File: config.mk
export PLATFORM = sky130hd
export DESIGN_NAME = gauss_filter_5x5
export DESIGN_NICKNAME = d
export VERILOG_FILES = /design/src/rtl/gauss_filter_5x5.sv
export SDC_FILE = /design/constraint.sdc
export NUM_CORES = 1
export LEC_CHECK = 0
export BUFFER_PORTS_ARGS = -buffer_cell sky130_fd_sc_hd__buf_4
export CORE_UTILIZATION = 40
export CTS_BUF_LIST = sky130_fd_sc_hd__clkbuf_4
export DETAILED_ROUTE_END_ITERATION = 10
export PLACE_DENSITY = 0.62
export RECOVER_POWER = 25
export SYNTH_ARGS = -nofsm -noshare
export SYNTH_HDL_FRONTEND = slang
export SYNTH_SLANG_ARGS = --single-unit
File: constraint.sdc
create_clock -name clk -period 10.65 [get_ports clk]
set_input_delay 2.13 -clock clk [delete_from_list [all_inputs] [get_ports clk]]
set_output_delay 2.13 -clock clk [all_outputs]
set_load 0.01 [all_outputs]
File: src/rtl/gauss_filter_5x5.sv
// 5x5 separable Gaussian ([1 4 6 4 1] x [1 4 6 4 1] / 256) fed by a 5-line buffer.
// Three-stage pipeline: vertical sum, horizontal sum, round/border select.
module gauss_filter_5x5 #(
    parameter int DW          = 8,
    parameter int BORDER_MODE = 0
) (
    input  logic          clk,
    input  logic          rst_n,
    input  logic          vsync_i,
    input  logic          de_i,
    input  logic [DW-1:0] tap0_i,
    input  logic [DW-1:0] tap1_i,
    input  logic [DW-1:0] tap2_i,
    input  logic [DW-1:0] tap3_i,
    input  logic [DW-1:0] tap4_i,
    output logic          vsync_o,
    output logic          de_o,
    output logic [DW-1:0] data_o
);
    localparam int VW = DW + 4;
    localparam int HW = DW + 8;

    function automatic logic [HW-1:0] wsum(input logic [HW-1:0] a, b, c, d, e);
        return a + (b << 2) + (c << 2) + (c << 1) + (d << 2) + e;
    endfunction

    logic [VW-1:0] vs_q  [5];
    logic [DW-1:0] ctr_q [5];
    logic [VW-1:0] v_d;
    logic [10:0]   col_cnt_q, col_cnt_d;
    logic [2:0]    row_cnt_q, row_cnt_d;
    logic          de_prev_q, vsync_prev_q;
    logic          full_d, full1_q, full2_q;
    logic          de1_q, de2_q, de_o_q;
    logic          vsync1_q, vsync2_q, vsync_o_q;
    logic [HW-1:0] h_d, h_q, rnd_w;
    logic [DW-1:0] c2_q, border_w, data_d, data_q;

    assign v_d = VW'(wsum(HW'(tap0_i), HW'(tap1_i), HW'(tap2_i), HW'(tap3_i), HW'(tap4_i)));

    // Stage 1: window columns advance only on valid pixels.
    always_ff @(posedge clk or negedge rst_n) begin
        if (!rst_n) begin
            vs_q[0]  <= '0;
            ctr_q[0] <= '0;
        end else if (de_i) begin
            vs_q[0]  <= v_d;
            ctr_q[0] <= tap2_i;
        end
    end

    generate
        for (genvar gi = 1; gi < 5; gi++) begin : g_win
            always_ff @(posedge clk or negedge rst_n) begin
                if (!rst_n) begin
                    vs_q[gi]  <= '0;
                    ctr_q[gi] <= '0;
                end else if (de_i) begin
                    vs_q[gi]  <= vs_q[gi-1];
                    ctr_q[gi] <= ctr_q[gi-1];
                end
            end
        end
    endgenerate

    // A vsync rising edge outranks a simultaneous end-of-line.
    always_comb begin
        col_cnt_d = '0;
        if (de_i)
            col_cnt_d = (col_cnt_q == 11'd2047) ? col_cnt_q : col_cnt_q + 11'd1;
        row_cnt_d = row_cnt_q;
        if (vsync_i && !vsync_prev_q)
            row_cnt_d = '0;
        else if (de_prev_q && !de_i && row_cnt_q < 3'd4)
            row_cnt_d = row_cnt_q + 3'd1;
        full_d = de_i && (col_cnt_q >= 11'd4) && (row_cnt_q >= 3'd4);
    end

    always_ff @(posedge clk or negedge rst_n) begin
        if (!rst_n) begin
            col_cnt_q    <= '0;
            row_cnt_q    <= '0;
            de_prev_q    <= 1'b0;
            vsync_prev_q <= 1'b0;
            full1_q      <= 1'b0;
            de1_q        <= 1'b0;
            vsync1_q     <= 1'b0;
        end else begin
            col_cnt_q    <= col_cnt_d;
            row_cnt_q    <= row_cnt_d;
            de_prev_q    <= de_i;
            vsync_prev_q <= vsync_i;
            full1_q      <= full_d;
            de1_q        <= de_i;
            vsync1_q     <= vsync_i;
        end
    end

    // Stage 2: horizontal sum over the five stored vertical sums.
    assign h_d = wsum(HW'(vs_q[0]), HW'(vs_q[1]), HW'(vs_q[2]), HW'(vs_q[3]), HW'(vs_q[4]));

    always_ff @(posedge clk or negedge rst_n) begin
        if (!rst_n) begin
            h_q      <= '0;
            c2_q     <= '0;
            full2_q  <= 1'b0;
            de2_q    <= 1'b0;
            vsync2_q <= 1'b0;
        end else begin
            h_q      <= h_d;
            c2_q     <= ctr_q[2];
            full2_q  <= full1_q;
            de2_q    <= de1_q;
            vsync2_q <= vsync1_q;
        end
    end

    // Stage 3: (h + 128) >> 8 cannot exceed the pixel range, so no clamp.
    assign rnd_w    = h_q + HW'(128);
    assign border_w = (BORDER_MODE == 0) ? c2_q : '0;

    always_comb begin
        data_d = '0;
        if (de2_q)
            data_d = full2_q ? rnd_w[HW-1:8] : border_w;
    end

    always_ff @(posedge clk or negedge rst_n) begin
        if (!rst_n) begin
            data_q    <= '0;
            de_o_q    <= 1'b0;
            vsync_o_q <= 1'b0;
        end else begin
            data_q    <= data_d;
            de_o_q    <= de2_q;
            vsync_o_q <= vsync2_q;
        end
    end

    assign data_o  = data_q;
    assign de_o    = de_o_q;
    assign vsync_o = vsync_o_q;
endmodule

# Word level (Yosys, flattened, before mapping)
# Index checks and enable logic that the tools add are counted.
# op_classes
addsub	13
n_lt_le_gt_ge	3
eq_ne	2
muxes	6
n_reduce_logical	8
# ops
operator	count
11-bit 2-to-1 mux	2
15-bit by 14-bit adder with 16-bit output	1
16-bit by 12-bit adder with 16-bit output	1
16-bit by 13-bit adder with 16-bit output	1
16-bit by 14-bit adder with 16-bit output	1
16-bit by 8-bit adder with 16-bit output (second input constant)	1
8-bit 2-to-1 mux	2
12-bit by 14-bit adder with 15-bit output	1
11-bit by 10-bit adder with 12-bit output	1
12-bit by 10-bit adder with 12-bit output	1
12-bit by 8-bit adder with 12-bit output	1
12-bit by 9-bit adder with 12-bit output	1
11-bit by 1-bit adder with 11-bit output (second input constant)	1
8-bit by 10-bit adder with 11-bit output	1
11-bit equality test (second input constant)	1
11-bit by 3-bit >= comparator with 1-bit output (second input constant)	1
3-bit 2-to-1 mux	2
1-bit logical AND	5
3-bit by 1-bit adder with 3-bit output (second input constant)	1
3-bit >= comparator (second input constant)	1
3-bit less-than comparator (second input constant)	1
1-bit zero test	2
2-bit != test (second input constant)	1
2-bit nonzero test	1
# totals
ff_bits	138
wordCells	53

# Longest topological paths before layout
# logic_depth
depth_word	5
mapped_depth	14
ltp_nobuf	14

# Least setup slack after synthesis
# No wires, ideal clock.
# synth_path
kind	input port to flip-flop
startpoint	in tap0_i[3]
endpoint	reg vs_q[57] (netlist name)
arrival_ps	5186
slack_ps	5328
path_stages	14
n_path_buf	0
cell_sequence	inv_1 fa_1 inv_1 fa_1 inv_1 fa_1 inv_1 ha_1 fa_1 a21oi_1 o211ai_1 a21oi_1 xor2_1 mux2i_1
# synth_between
elab_chain_len	5
# synth_rtl
item	line	text
start: declaration	11	input logic [DW-1:0] tap0_i,
8-bit by 10-bit adder with 11-bit output	24	return a + (b << 2) + (c << 2) + (c << 1) + (d << 2) + e;
11-bit by 10-bit adder with 12-bit output	24	
12-bit by 9-bit adder with 12-bit output	24	
12-bit by 10-bit adder with 12-bit output	24	
12-bit by 8-bit adder with 12-bit output	24	
end: declaration	27	logic [VW-1:0] vs_q [5];
# No other way between the ends.
# A chain may end at the register's enable or synchronous reset.

# Final worst setup path
# layout_path
startpoint	in tap0_i[3]
endpoint	reg vs_q[59] (netlist name)
# The elaborated chain is that of the path after synthesis.

==> summary.txt <==
Run status
  • Status: finished with violations
  • Violated checks: max-capacitance violations, max-slew violations

STA
  • Setup TNS: 0 ps
  • Clock skew: 22.8 ps
  • Slew headroom: -112%
  • Final setup vio count: 0
  • Final Max Slew Viols: 59
  • Period minus WS final: 5200 ps
  • RSZ-0062 raised after global routing: no
  • Post-route clock period utilization: 48.8%
  • Worst slew pin tran: 3180 ps
  • Fmax: 0.192 GHz
  • Final hold violations: 0

Die
  • IO Pins: 54
  • Overall die height: 141 um
  • Die area: 19800 sq um
  • Rows: 50
  • Core area: 18800 sq um
  • Die Wd: 141 um
  • Initial core utilization: 41.0%

Worst setup path
  • Crit start category: input pin
  • Worst Path Required: 11120 ps
  • Worst path bufs/invs: 5
  • CP endpoint kind: register
  • Critical path data arrival time: 5670 ps
  • Worst-path cell chain: buf_4, inv_1, fa_1, inv_1, fa_1, inv_1, fa_1, inv_1, ha_1, fa_1, a21oi_1, o21ai_1, nor4_1, o311ai_0, nand3_1
  • CP delay by family, top: adder cells
  • Reg-to-Reg Start: vs_q[29]
  • WS Path Type: input pin to register
  • CP endpoint: vs_q[59]
  • R2R depth: 13
  • Reg2reg end: h_q[15]
  • CP max FO: 3
  • CP startpoint: tap0_i[3]
  • R2R setup slack: 6840 ps
  • WP depth: 15
  • Slowest CP cell: fa_1
  • Largest stage delay, worst path: 540 ps

Route
  • Antenna violation net count after detailed routing: 0
  • Vias: 4832
  • DRC Markers: 0
  • Number of DRC markers in iteration 0: 216
  • Vias per cell: 4.72
  • Drt total wl: 13200 um
  • Pre-antenna DRT Iters: 5
  • WL/cell: 12.9 um

CTS
  • Clk pin slew, worst setup/hold paths: 110 ps
  • Clock sink count: 131
  • Num CTS Buffers: 17
  • Max clock buf depth: 2
  • Post-cts gate resize count: 0
  • H-tree Lvls: 4
  • Post-CTS Repair Setup Buffers: 0
  • Root Buffer: clkbuf_4
  • Cts hold-fix bufs: 0
  • CTS tree: built
  • Clk Latency, worst-skew pair: 550 ps

Synth
  • Post-synth EDFFs: 0
  • Post-synthesis sequential area ratio: 42.6%
  • Post-synthesis cell count: 720
  • Fraction of registers with async set/reset: 100%
  • Avg Inst Size Synth: 10.7 sq um
  • Synth Flop Type: dfrtp_1
  • Ys Warns: 0
  • Post-synthesis cell area: 7700 sq um
  • Mapped Nets: 869
  • Yosys reg bits: 131
  • Synth cell types: 46

Placement
  • Count of input and output buffers: 53
  • Dpl hpwl: 9800 um
  • Placer Congestion: 0.780

Global route
  • First-pass GRT wire length: 23100 um
  • Initial antenna violation count: 0
  • Pin count of the biggest net entering global routing: 75
  • Tot GR Track Use: 14.8%
  • Vias in the first global route: 4921
  • Gr ovfl total: 0

Layout
  • Fillers: 1808
  • Share of layout cells above drive strength 1: 15.8%
  • Final #Nets: 926
  • N_diodes: 0
  • Syn-to-layout area delta: 11.8%
  • FF/Latch Area: 3280 sq um
  • Multi-input gate area: 3710 sq um

Flow run
  • Max-cap violations: 1

Worst hold path
  • Worst Hold Class: register to register
## sequential cells by signal, summed over array words and instances (netlist names)
name       cells
full1_q        1
vs_q          60
data_o         8
de1_q          1
border_w       8
vsync2_q       1
h_q            9
de_o           1
full2_q        1
row_cnt_q      3
ctr_q         24
de2_q          1
col_cnt_q     11
vsync_o        1
vsync1_q       1
## metrics by stage
step	setup WS (ps)	util, %	std cells	hold WS [ps]	area (sq um)
4_1_cts	5500	45.9	1024	369	8620
3_3_place_gp	5000	44.5	992	336	8340
6_report	5450	45.9	1024	365	8610
5_1_grt	5070	45.9	1024	374	8610
3_5_place_dp	4940	44.5	992	340	8340
2_1_floorplan	5330	-	720	331	7700
## placed cells by master (no fill, tap or decap), types with 6 or more instances in the layout
master    netlist  layout
clkbuf_4        0      19
a211oi_1        7       7
ha_1           32      32
nor3_1          7       7
inv_1         173     173
o21ai_0        46      46
xor2_1         12      12
nor2_1         36      36
dfrtp_1       131     131
nand3_1         9       9
a21oi_1        16      16
fa_1           73      73
mux2_2         38      38
mux2i_1         6       6
nand2_1        54      54
xnor2_1        11      11
buf_4           0      53
## cell families (layout without fill, tap and decap cells)
| group | count (synthesis) | count (layout) | share of synthesized area [%] |
|---|---|---|---|
| XOR/XNOR | 23 | 23 | 2.61 |
| flip-flops | 131 | 131 | 42.6 |
| multiplexers | 44 | 44 | 6.33 |
| AND/OR/NAND/NOR | 136 | 136 | 8.06 |
| AO/OA/AOI/OAI | 91 | 91 | 6.95 |
| adder cells (fa/ha/maj) | 105 | 105 | 24.2 |
| buffers and inverters | 190 | 260 | 9.32 |
## layer usage
layer  part of all wire (%)  global-route usage (%)  vias up
met3                    3.2                    3.94        9
met2                     46                    22.6       66
li1                       -                       -     2359
met1                     50                    20.9     2398
met5                      0                       0        -
met4                   0.68                    3.95        0
## how the worst min path moves through the flow
stage               to      from  cells after the start  slack [ps]
2_1_floorplan  full2_q   full1_q                      0         330
5_1_grt        vsync_o  vsync2_q                      0         370
4_1_cts        vsync_o  vsync2_q                      0         370
6_report       vsync_o  vsync2_q                      0         360
3_3_place_gp   vsync_o  vsync2_q                      0         340
3_5_place_dp   vsync_o  vsync2_q                      0         340
## synth_stat cells, types with 11 or more instances
library cell  instances  share of area [%]
clkbuf_1             11               0.54
ha_1                 32                5.2
dfrtp_1             131                 43
o21ai_0              46                3.0
inv_1               173                8.4
fa_1                 73                 19
xnor2_1              11                1.3
nand2_1              54                2.6
mux2_2               38                5.6
a21oi_1              16                1.0
nor2_1               36                1.8
xor2_1               12                1.4
## area by class of cell
| type | instances | share of cell area [%] |
|---|---|---|
| clock buffer | 18 | 1.57 |
| clock inverter | 14 | 1.60 |
| inverter | 173 | 7.54 |
| multi-input combinational | 399 | 43.1 |
| sequential | 131 | 38.1 |
| tap | 234 | 3.40 |
| timing repair buffer | 55 | 4.75 |
Power is left out: the tool's default activity adds up to more than one toggle a clock period on the data nets, which glitch-free logic cannot reach.
